[src/rtl/seg_scan_ctrl.sv]
// seg_scan_ctrl: buffers keypad digits as a right-justified string and
// time-multiplexes them onto a shared common-anode 7-segment bus, with a
// blanking gap at the start of every digit slot to suppress ghosting.
module seg_scan_ctrl #(
  parameter int DIGITS    = 4,
  parameter int SCAN_DIV  = 50000,
  parameter int BLANK_CYC = 1000
) (
  input  logic              clk,
  input  logic              rst,
  input  logic              key_valid,
  input  logic [3:0]        key_code,
  output logic              key_ready,
  input  logic              clear,
  output logic [6:0]        seg,
  output logic [DIGITS-1:0] dig_sel,
  output logic              buf_full,
  output logic [3:0]        count
);

  localparam int CNT_W  = (SCAN_DIV > 1) ? $clog2(SCAN_DIV) : 1;
  localparam int SLOT_W = (DIGITS > 1) ? $clog2(DIGITS) : 1;

  localparam logic [CNT_W-1:0]  CNT_LAST  = CNT_W'(SCAN_DIV - 1);
  localparam logic [CNT_W-1:0]  CNT_BLANK = CNT_W'(BLANK_CYC);
  localparam logic [SLOT_W-1:0] SLOT_LAST = SLOT_W'(DIGITS - 1);
  localparam logic [3:0]        CNT_FULL  = 4'(DIGITS);
  localparam logic [DIGITS-1:0] DIG_ONE   = DIGITS'(1);
  localparam logic [6:0]        SEG_OFF   = 7'h7F;

  // Hex digit to active-low segments, a on bit 6 down to g on bit 0.
  function automatic logic [6:0] enc(input logic [3:0] v);
    logic [6:0] s;
    case (v)
      4'h0:    s = 7'b0000001;
      4'h1:    s = 7'b1001111;
      4'h2:    s = 7'b0010010;
      4'h3:    s = 7'b0000110;
      4'h4:    s = 7'b1001100;
      4'h5:    s = 7'b0100100;
      4'h6:    s = 7'b0100000;
      4'h7:    s = 7'b0001111;
      4'h8:    s = 7'b0000000;
      4'h9:    s = 7'b0000100;
      4'hA:    s = 7'b0001000;
      4'hB:    s = 7'b1100000;
      4'hC:    s = 7'b0110001;
      4'hD:    s = 7'b1000010;
      4'hE:    s = 7'b0110000;
      default: s = 7'b0111000;
    endcase
    return s;
  endfunction

  // Digit buffer: digit_q[0] is the rightmost (most recently entered) digit.
  logic [3:0]        digit_q [DIGITS];
  logic [3:0]        digit_d [DIGITS];
  logic [3:0]        count_q, count_d;
  logic              full_q, full_d;

  // Scan position.
  logic [CNT_W-1:0]  cnt_q, cnt_d;
  logic [SLOT_W-1:0] slot_q, slot_d;

  // Registered display outputs.
  logic [6:0]        seg_q, seg_d;
  logic [DIGITS-1:0] sel_q, sel_d;

  logic              accept;
  logic [3:0]        slot_ext;

  // clear blocks acceptance so a simultaneous key is dropped.
  assign key_ready = (count_q < CNT_FULL) && !clear;
  assign accept    = key_valid && key_ready;
  assign slot_ext  = 4'(slot_q);

  assign seg      = seg_q;
  assign dig_sel  = sel_q;
  assign buf_full = full_q;
  assign count    = count_q;

  // Next buffer state: clear has priority, otherwise shift in an accepted key.
  always_comb begin
    digit_d = digit_q;
    count_d = count_q;
    full_d  = full_q;
    if (clear) begin
      for (int i = 0; i < DIGITS; i++) begin
        digit_d[i] = 4'h0;
      end
      count_d = 4'h0;
      full_d  = 1'b0;
    end else if (accept) begin
      digit_d[0] = key_code;
      for (int i = 1; i < DIGITS; i++) begin
        digit_d[i] = digit_q[i-1];
      end
      count_d = count_q + 4'd1;
      full_d  = (count_q == (CNT_FULL - 4'd1));
    end
  end

  // Next scan position: slot advances on the same edge the prescaler wraps.
  always_comb begin
    cnt_d  = cnt_q + CNT_W'(1);
    slot_d = slot_q;
    if (cnt_q == CNT_LAST) begin
      cnt_d  = '0;
      slot_d = (slot_q == SLOT_LAST) ? '0 : slot_q + SLOT_W'(1);
    end
  end

  // Display decode from the current state; a leading empty position keeps its
  // digit enable but shows nothing, except slot 0 which shows "0" when empty.
  always_comb begin
    seg_d = SEG_OFF;
    sel_d = '1;
    if (cnt_q >= CNT_BLANK) begin
      sel_d = ~(DIG_ONE << slot_q);
      if ((slot_ext < count_q) || ((slot_q == '0) && (count_q == 4'h0))) begin
        seg_d = enc(digit_q[slot_q]);
      end
    end
  end

  // Buffer registers.
  always_ff @(posedge clk or posedge rst) begin
    if (rst) begin
      digit_q <= '{default: 4'h0};
      count_q <= 4'h0;
      full_q  <= 1'b0;
    end else begin
      digit_q <= digit_d;
      count_q <= count_d;
      full_q  <= full_d;
    end
  end

  // Scan prescaler and slot registers.
  always_ff @(posedge clk or posedge rst) begin
    if (rst) begin
      cnt_q  <= '0;
      slot_q <= '0;
    end else begin
      cnt_q  <= cnt_d;
      slot_q <= slot_d;
    end
  end

  // Output registers; reset forces the bus dark immediately.
  always_ff @(posedge clk or posedge rst) begin
    if (rst) begin
      seg_q <= SEG_OFF;
      sel_q <= '1;
    end else begin
      seg_q <= seg_d;
      sel_q <= sel_d;
    end
  end

endmodule

[config.mk]
export PLATFORM = sky130hd
export DESIGN_NAME = seg_scan_ctrl
export DESIGN_NICKNAME = d
export VERILOG_FILES = /design/src/rtl/seg_scan_ctrl.sv
export SDC_FILE = /design/constraint.sdc
export NUM_CORES = 1
export LEC_CHECK = 0
export BUFFER_PORTS_ARGS = -buffer_cell sky130_fd_sc_hd__buf_2
export CAP_MARGIN = 20
export CORE_MARGIN = 3
export CORE_UTILIZATION = 41
export DETAILED_ROUTE_END_ITERATION = 12
export HOLD_SLACK_MARGIN = 0.08
export PLACE_DENSITY = 0.55
export SLEW_MARGIN = 20
export SYNTH_ARGS = -nofsm -noshare
export SYNTH_HDL_FRONTEND = slang
export SYNTH_SLANG_ARGS = --single-unit
[constraint.sdc]
create_clock -name clk -period 2.3 [get_ports clk]
set_input_delay 0.115 -clock clk [delete_from_list [all_inputs] [get_ports clk]]
set_output_delay 0.115 -clock clk [all_outputs]
set_load 0.01 [all_outputs]
# After elaboration in Yosys (flattened, before gate mapping)

Memory sizes are Yosys's and may differ from the RTL's.
Index checks and enable logic that the tools add are counted.

Bits in registers: 50
Bits in read-only memories: 112
Input bits: 8
Output and inout port bits: 17
Word-level logic and storage cells: 46
Memories kept: 1

Add/sub/neg operators: 3
Magnitude comparators: 4
Eq/ne operators: 3
Shift-type cells: 1
Muxes and demuxes: 14
Bitwise logic cells: 2
Reductions and logical operators: 8

Memory list:

| memory           | depth | width | read ports | clocked after memory_dff | write ports | RTL line | RTL |
|---|---|---|---|---|---|---|---|
| (name not given) | 16    | 7     | 1          | 0                        | 0           | 34       | `case (v)` |

Operator list:

| cell                  | count |
|---|---|
| $mux 16               | 3 |
| $mux 4                | 5 |
| $add 16x1->16 const B | 1 |
| $eq 16x16->1 const B  | 1 |
| $ge 16x10->1 const B  | 1 |
| $mux 7                | 2 |
| $bmux 4 s2            | 1 |
| $add 4x1->4 const B   | 1 |
| $eq 4x2->1 const B    | 1 |
| $logic_not 4->1       | 1 |
| $lt 2x4->1            | 1 |
| $lt 4x3->1 const B    | 1 |
| $not 4->4             | 1 |
| $shl 1x2->4 const A   | 1 |
| $ge 3x3->1 const B    | 1 |
| $logic_and 1x1->1     | 3 |
| $not 2->3             | 1 |
| $add 2x1->2 const B   | 1 |
| $eq 2x2->1 const B    | 1 |
| $logic_not 2->1       | 1 |
| $mux 1                | 2 |
| $mux 2                | 1 |
| $reduce_bool 2->1     | 1 |
| $logic_not 1->1       | 1 |
| $logic_or 1x1->1      | 1 |

# Longest topological paths before layout

Gate-level depths: netlist (run 1).
An unclocked memory read counts as a cell.

Depth in word-level cells: 7
Gate-level depth with buffers: 8
Depth with buffers taken out: 7

# Worst setup path before layout (run 1)

Ideal clock, no wire load.

Path type: flip-flop to flip-flop
From: register slot_q[0]
To: register seg_q[6], in the netlist seg[6]
Library setup time: 0.091 ns
Arrival: 1.787 ns
Required time: 2.209 ns
Slack: 0.422 ns
Cell stages (with the launch flop): 8
Cell sequence: dfrtp_1 -> buf_6 -> mux4_2 -> ha_1 -> inv_1 -> a31oi_1 -> a211oi_1 -> o21ai_0

Longest elaborated chain between the ends: 7

Ends and longest elaborated chain:

| what                                      | RTL line | RTL |
|---|---|---|
| start: declaration                        | 63       | `logic [SLOT_W-1:0] slot_q, slot_d;` |
| start signal: assignment                  | 146      | `slot_q <= slot_d;` |
| $not 2->3 (implied by the code)           | 121      | `seg_d = enc(digit_q[slot_q]);` |
| $bmux 4 s2                                | 121      |  |
| $mux 4 (implied by the code) (2 in a row) | 121      |  |
| $mem_v2 16x7                              | -        |  |
| $mux 7 (*)                                | 120      | `if ((slot_ext < count_q) \|\| ((slot_q == '0) && (count_q == 4'h0))) begin` |
| $mux 7 (*)                                | 118      | `if (cnt_q >= CNT_BLANK) begin` |
| net seg_d[6]                              | 66       | `logic [6:0] seg_q, seg_d;` |
| end signal: assignment                    | 156      | `seg_q <= seg_d;` |
| end: declaration                          | 66       |  |

Mark *: on every way through the listed nets, which the timed path passes. The rest lies on a longest branch. The select of a mux whose other input is x is not followed.
A chain may end at the register's enable or synchronous reset.

# Worst setup path in the final report (run 1)

Ends and elaborated chain as after synthesis.

==> results of run 1 <==
## routing by layer
metal	part of all wire	up-vias	track usage
met5	0	-	0
met1	0.51	863	0.2154
met4	0.011	0	0.04674
li1	-	909	-
met2	0.43	28	0.2193
met3	0.043	5	0.03707
## logic make-up after synthesis
| logic type | share of synthesized area |
|---|---|
| and+or+nand+nor | 0.1880 |
| adders and majority gates | 0.07102 |
| DFF | 0.4787 |
| AOI/OAI and AO/OA | 0.1004 |
| xor gates and xnor gates | 0.05966 |
| muxes | 0.05777 |
| buffers and inverters | 0.04451 |
## sequential cells by signal, indices dropped and copies added, names as in the netlist
signal	cells
cnt_q	16
dig_sel	4
count	4
seg	7
buf_full	1
slot_q	2
digit_q	16
## layout make-up
cell class | count | area share
repair buffers | 34 | 0.06992
flip-flops and latches | 50 | 0.4259
clock buffers | 7 | 0.02906
inverters | 14 | 0.01769
multi-input cells | 179 | 0.4242
clock inverters | 1 | 0.001685
well taps | 75 | 0.03159
## cell usage after synthesis (2+ instances only)
library cell,number,area (um2)
a211oi_1,2,15.01
a211oi_2,2,25.02
a21oi_1,3,15.01
and2_1,2,12.51
and3_1,5,31.28
buf_2,4,20.02
buf_6,3,33.78
clkbuf_1,3,11.26
dfrtp_1,39,975.9
dfstp_2,11,289.0
ha_1,15,187.7
inv_1,14,52.55
mux2_2,2,22.52
mux2i_1,4,40.04
mux4_2,4,90.09
nand2_1,36,135.1
nand2b_1,19,118.9
nand3_1,5,25.02
nand4_1,3,18.77
nor2_1,13,48.80
nor2_4,2,22.52
nor2b_1,2,12.51
nor3_1,2,10.01
o21ai_0,23,115.1
o221ai_1,3,26.28
xnor2_1,8,70.07
xor2_1,10,87.58
## power by group through the flow
stage               combinational [mW]  sequential, mW  clock (mW)
detailed placement               0.158           0.931           0
finish                           0.162           0.914       0.539
floorplan                        0.119           0.927           0
global route                     0.188           0.917       0.606
global placement                 0.155           0.931           0
CTS                              0.166           0.915       0.565
## critical path, stage by stage (launching register included)
cell,delay (ps)
dfrtp_1,420
mux4_2,570
inv_1,160
ha_1,220
nor3_1,70
a31oi_1,160
a211oi_1,90
o21ai_0,160
## worst paths after layout
kind / startpoint / end / slack (ps)
max: slot_q[0] / seg[6] / 370
min: key_valid / count[0] / 150
max reg2reg: slot_q[0] / seg[6] / 370
min reg2reg: cnt_q[0] / cnt_q[0] / 490
max in group asynchronous: rst / digit_q[6] / 1370
min in group asynchronous: rst / cnt_q[13] / 510
## what timing repair did
action	in CTS	in global routing
hold buffers	5	0
hold endpoints to repair	43	0
buffers inserted	0	0
==> flow_summary.yaml, run 1 <==
die:
  die_w_um: 86.28
  die_y_um: 86.28
  ios: 25
  start_util: 0.4335
  die-area_um2: 7444
  row_count: 28
  core_area_um2: 6096
finish:
  drive_above_1_share: 0.2175
  syn2layout_area_growth_pct: 12.41
  final-seq-area_um2: 1265
  final_cell_mix: "dfrtp_1 (39), nand2_1 (36), buf_2 (24)"
  fill_cells: 606
  postLayoutCellArea_um2: 2970
  stdcell_count: 360
  post-route-util: 0.4873
  multi_input_area_um2: 1260
  antenna_cells: 0
  final_nets: 307
  final_common_cell: "dfrtp_1"
sta:
  finalSetupTns_ps: 0
  slew_violations: 0
  slew_headroom: 0.5843
  tightestPinTransition_ps: 623.6
  finalHoldViolations: 0
  holdWs_ps: 151.3
  rsz0062_at_grt: "false"
  setup_ws_ps: 365.5
  skew_ps: 3.696
  timing.fmax_ghz: 0.5169
  min_period_ps: 1934
  timing.final.crit_share: 0.8411
  setup_viol: 0
clock_tree:
  cts-root-buf: "clkbuf_8"
  clock_sinks: 50
  ctsLongestPathBuffers: 2
  clock_latency_ps: 300
  cts_max_level: 2
  cts_tree: "built"
  cts_resized: 0
  cts_made_buffers: 5
  path_clk_slew_ps: 90
drt:
  viasPerCell: 5.014
  ant_nets: 0
  drt-initial-drc-count: 66
  drt_pass1_iterations: 4
  drcViolationCount: 0
  num_vias: 1805
  routed_wl_mm: 4.900
  wl_per_cell_um: 13.61
synth:
  synth-edff-count: 0
  synth_seq_cells: 50
  synth_cell_types: 41
  ys_async_sr_fraction: 1.000
  yosysWarnings: 0
  yosysSeqAreaShare: 0.4787
  syn_avg_cell_area_um2: 10.44
  synthCells: 253
  synth-main-ff-cell: "dfrtp_1"
  synth.net_count: 276
  synth_area_um2: 2643
power:
  p_int_mw: 1.205
  swShare: 0.2542
  p_leak_nw: 1.340
  share_comb_of_total_power: 0.100
  p_per_area_nw_per_um2: 543.8
  switching_power_mw: 0.4105
  finalPower_mw: 1.615
  peakVddDrop_v: 0.0003019
  p_seq_frac: 0.566
  clkPwrFrac: 0.334
global_route:
  grt_max_degree: 51
  grtUsageTotal: 0.1486
  antenna_found_initial: 0
  grt_pass1_wl_mm: 8.700
  overflow: 0
  grt_pass1_vias: 1787
placed_design:
  gp_congestion: 0.7713
  dpl-instance-area_um2: 2829
  dp_hpwl_mm: 3.339
  preCtsSetupSlack_ps: 404.0
  io_buffers: 24
  placed_cells: 347
worst_hold_path:
  min_path_type: "in2reg"
  hold_path_depth: 4
critical_path:
  worst_r2r_path_depth: 7
  critPathCaptureType: "flop"
  path_class: "reg2reg"
  cp.arrival_ps: 2170
  startpoint_type: "flop"
  required_ps: 2530
  path_max_fanout: 5
run:
  cap_viol_max_count: 0
outcome:
  status: "finished clean"
(Power assumes the default switching activity.)
==> run 2: changes to the inputs <==
Clock period 2.3 ns to 2 ns, I/O delays scaled along.
==> run 2 against run 1 <==
Effect of this change:
- combinational power up 19%
- worst setup slack got worse by 260 ps
- clock-buffer cell count stayed put
- total power increased by 21%
- sequential share of layout area decreased by 0.72 points
- clock power increased by 31%
- cell area is 1.8% higher
- wire length down 0.22%
- largest cell class unchanged
- register-to-register slack got worse by 260 ps
- critical path depth fell by 1
- worst hold slack got worse by 23 ps
==> flow_summary.yaml, run 2 (synthesized netlist as in run 1, its figures left out) <==
global_route:
  grt_max_degree: 41
  antenna_found_initial: 0
  grt_pass1_vias: 1778
  overflow: 0
  grt_pass1_wl_mm: 8.542
  grtUsageTotal: 0.1448
finish:
  final_common_cell: "dfrtp_1"
  final_cell_mix: "dfrtp_1 (38), nand2_1 (36), buf_2 (24)"
  antenna_cells: 0
  final_nets: 310
  syn2layout_area_growth_pct: 14.44
  fill_cells: 600
  post-route-util: 0.4961
  stdcell_count: 363
  drive_above_1_share: 0.2326
placed_design:
  dp_hpwl_mm: 3.432
  gp_congestion: 0.7721
  placed_cells: 350
  io_buffers: 24
outcome:
  status: "finished clean"
worst_hold_path:
  min_path_type: "in2reg"
clock_tree:
  ctsLongestPathBuffers: 2
  clock_sinks: 50
  cts_made_buffers: 5
  cts_tree: "built"
  post-cts-setup-buffers: 0
  cts_max_level: 2
  clock_latency_ps: 310
  path_clk_slew_ps: 90
  cts-root-buf: "clkbuf_8"
die:
  ios: 25
  row_count: 28
  die_w_um: 86.28
  die-area_um2: 7444
  core_area_um2: 6096
  die_y_um: 86.28
  start_util: 0.4335
drt:
  wl_per_cell_um: 13.47
  routed_wl_mm: 4.889
  num_vias: 1827
  drt_pass1_iterations: 4
  viasPerCell: 5.033
  ant_nets: 0
  drt-initial-drc-count: 37
  drcViolationCount: 0
sta:
  finalSetupTns_ps: 0
  slew_headroom: 0.7611
  slew_violations: 0
  tightestPinTransition_ps: 355.1
  rsz0062_at_grt: "false"
  min_period_ps: 1895
  setup_viol: 0
  timing.final.crit_share: 0.9477
  timing.fmax_ghz: 0.5276
  finalHoldViolations: 0
  skew_ps: 5.614
power:
  finalPower_mw: 1.949
  p_leak_nw: 1.365
  peakVddDrop_v: 0.0002690
  p_per_area_nw_per_um2: 644.4
critical_path:
  path_max_fanout: 4
  crit_chain: "mux4_2 > ha_1 > inv_2 > a31oi_1 > a211oi_1 > o21ai_0"
  slowest_delay_ps: 580
  critPathCaptureType: "flop"
  required_ps: 2220
  startpoint_type: "flop"
  worst_path_max_delay_cell: "mux4_2"
  path_class: "reg2reg"
  cp.arrival_ps: 2120
run:
  cap_viol_max_count: 0
run 2: area by class of cell:
cell class              count  area [um2]  share of cell area
flip-flops and latches     50        1266              0.4187
multi-input cells         179        1260              0.4166
repair buffers             37       242.7             0.08026
well taps                  75       93.84             0.03103
clock buffers               7       76.32             0.02524
inverters                  14       55.05             0.01820
clock inverters             1       30.03            0.009930
run 2: repair_timing:
item	in CTS	in global routing
endpoints found under the setup margin	0	1
hold buffers	5	0
gates resized for setup	0	4
hold endpoints to repair	43	0
run 2: worst paths after layout:
kind | endpoint | slack (ps) | from | cells past startpoint
max | seg[6] | 100 | slot_q[0] | 6
min reg2reg | cnt_q[0] | 480 | cnt_q[0] | 1
max in group asynchronous | seg[5] | 1200 | rst | 4
min in group asynchronous | cnt_q[13] | 260 | rst | 3
min | count[0] | 130 | key_valid | 4
max reg2reg | seg[6] | 100 | slot_q[0] | 6
run 2: where the power goes:
part | switching [mW] | internal, mW | leakage (nW)
registers | 0.0216 | 1.03 | 0.638
clock network | 0.331 | 0.375 | 0.0524
logic | 0.111 | 0.0805 | 0.674
run 2: metal layers:
| metal | share of wire | vias up | global-route usage |
|---|---|---|---|
| li1 | - | 912 | - |
| met1 | 0.53 | 877 | 0.2103 |
| met2 | 0.41 | 30 | 0.2102 |
| met3 | 0.045 | 8 | 0.03327 |
| met4 | 0.017 | 0 | 0.05524 |
| met5 | 0 | - | 0 |
run 2: through the flow:
stage | instance area [um2] | setup WS, ps | hold slack, ps
after floorplan | 2643 | 122.2 | 216.8
after global placement | 2864 | 140.9 | 49.03
after detailed placement | 2864 | 60.74 | 51.93
after CTS | 3020 | 36.92 | 122.9
after global routing | 3024 | 0.5236 | 178.7
final | 3024 | 104.6 | 128.7
run 2: worst max-delay path, delay by kind of cell (launching register included):
kind	cells	cell delay (ps)
AO/OA/AOI/OAI	3	460
adder cells (fa/ha/maj)	1	270
buffers and inverters	1	100
flip-flops	1	400
multiplexers	1	580
==> run 3: changes to the inputs <==
Settings changed: CTS_BUF_LIST set to sky130_fd_sc_hd__clkbuf_8.
==> run 3 against run 2 <==
Effect of this change:
- worst hold slack barely moved
- critical path type unchanged
- clock power fell by 1%
- cell count did not move
- largest cell class unchanged
==> flow_summary.yaml, run 3 (synthesized netlist as in run 1, its figures left out) <==
finish:
  final_nets: 310
  drive_above_1_share: 0.2326
  antenna_cells: 0
  final_common_cell: "dfrtp_1"
  fill_cells: 600
  syn2layout_area_growth_pct: 14.44
  post-route-util: 0.4961
  final_cell_mix: "dfrtp_1 (38), nand2_1 (36), buf_2 (24)"
  stdcell_count: 363
worst_hold_path:
  hold_path_depth: 4
  min_path_type: "in2reg"
critical_path:
  required_ps: 2220
  worst_r2r_path_depth: 6
  crit_chain: "mux4_2 > ha_1 > inv_2 > a31oi_1 > a211oi_1 > o21ai_0"
  critPathCaptureType: "flop"
  path_class: "reg2reg"
  worst_path_max_delay_cell: "mux4_2"
  startpoint_type: "flop"
  path_max_fanout: 4
  cp.arrival_ps: 2120
  slowest_delay_ps: 580
clock_tree:
  path_clk_slew_ps: 90
  cts_made_buffers: 5
  cts-root-buf: "clkbuf_8"
  clock_sinks: 50
  cts_tree: "built"
  clock_latency_ps: 310
  cts_max_level: 2
  post-cts-setup-buffers: 0
  ctsLongestPathBuffers: 2
sta:
  rsz0062_at_grt: "false"
  setup_viol: 0
  slew_headroom: 0.7611
  slew_violations: 0
  skew_ps: 5.614
  finalSetupTns_ps: 0
  timing.final.crit_share: 0.9477
  finalHoldViolations: 0
  tightestPinTransition_ps: 355.1
  timing.fmax_ghz: 0.5276
  holdWs_ps: 128.2
  min_period_ps: 1895
die:
  die_y_um: 86.28
  die-area_um2: 7444
  row_count: 28
  die_w_um: 86.28
  core_area_um2: 6096
  start_util: 0.4335
  ios: 25
global_route:
  overflow: 0
  grt_pass1_vias: 1778
  grt_pass1_wl_mm: 8.542
  grt_max_degree: 41
  antenna_found_initial: 0
  grtUsageTotal: 0.1448
drt:
  wl_per_cell_um: 13.46
  routed_wl_mm: 4.885
  ant_nets: 0
  num_vias: 1831
  viasPerCell: 5.044
  drt_pass1_iterations: 4
  drt-initial-drc-count: 37
  drcViolationCount: 0
placed_design:
  placed_cells: 350
  dp_hpwl_mm: 3.432
  io_buffers: 24
  gp_congestion: 0.7721
power:
  p_per_area_nw_per_um2: 641.2
  finalPower_mw: 1.939
  peakVddDrop_v: 0.0002690
  p_leak_nw: 1.373
run:
  cap_viol_max_count: 0
outcome:
  status: "finished clean"
run 3: changes by cell type in the layout (fill, tap and decap cells not counted):
| cell | change |
|---|---|
| inv_1 | +2 |
| clkbuf_1 | -2 |
run 3: critical path, delay by kind of cell (launching register included):
family	cells	cell delay, ps
AOI/OAI and AO/OA	3	460
adders and majority gates	1	270
buffers and inverters	1	100
DFF	1	400
muxes	1	580
run 3: what timing repair did:
action | in CTS | in global routing
hold buffers | 5 | 0
endpoints found under the hold margin | 43 | 0
gates resized for setup | 0 | 4
setup endpoints to repair | 0 | 1
run 3: path summary, 6_finish.rpt:
kind | startpoint | to | slack (ps)
worst min register to register | cnt_q[0] | cnt_q[0] | 480
min in group asynchronous | rst | cnt_q[13] | 260
max in group asynchronous | rst | seg[5] | 1200
worst max-delay path | slot_q[0] | seg[6] | 100
worst min-delay path | key_valid | count[0] | 130
worst max register to register | slot_q[0] | seg[6] | 100
run 3: metal layers:
layer | global-route usage | wire length [um] | vias up
li1 | - | - | 912
met1 | 0.2103 | 2598 | 879
met2 | 0.2102 | 1983 | 32
met3 | 0.03327 | 221 | 8
met4 | 0.05524 | 81 | 0
met5 | 0 | 0 | -
run 3: cell type report:
class / instances / area, um2 / share of cell area
multi-input cells: 179 / 1260 / 0.4166
clock buffers: 5 / 68.82 / 0.02276
inverters: 14 / 55.05 / 0.01820
clock inverters: 3 / 37.54 / 0.01241
well taps: 75 / 93.84 / 0.03103
repair buffers: 37 / 242.7 / 0.08026
flip-flops and latches: 50 / 1266 / 0.4187
run 3: per-stage QoR:
stage | area [um2] | worst slack, ps
3_3_place_gp | 2864 | 140.9
5_1_grt | 3024 | 0.5236
4_1_cts | 3020 | 36.92
3_5_place_dp | 2864 | 60.74
2_1_floorplan | 2643 | 122.2
6_report | 3024 | 104.6
run 3: power breakdown:
group / internal, mW / total [mW] / switching (mW)
clock network: 0.364 / 0.696 / 0.332
registers: 1.03 / 1.05 / 0.0216
logic: 0.0804 / 0.192 / 0.111
total: 1.47 / 1.94 / 0.465
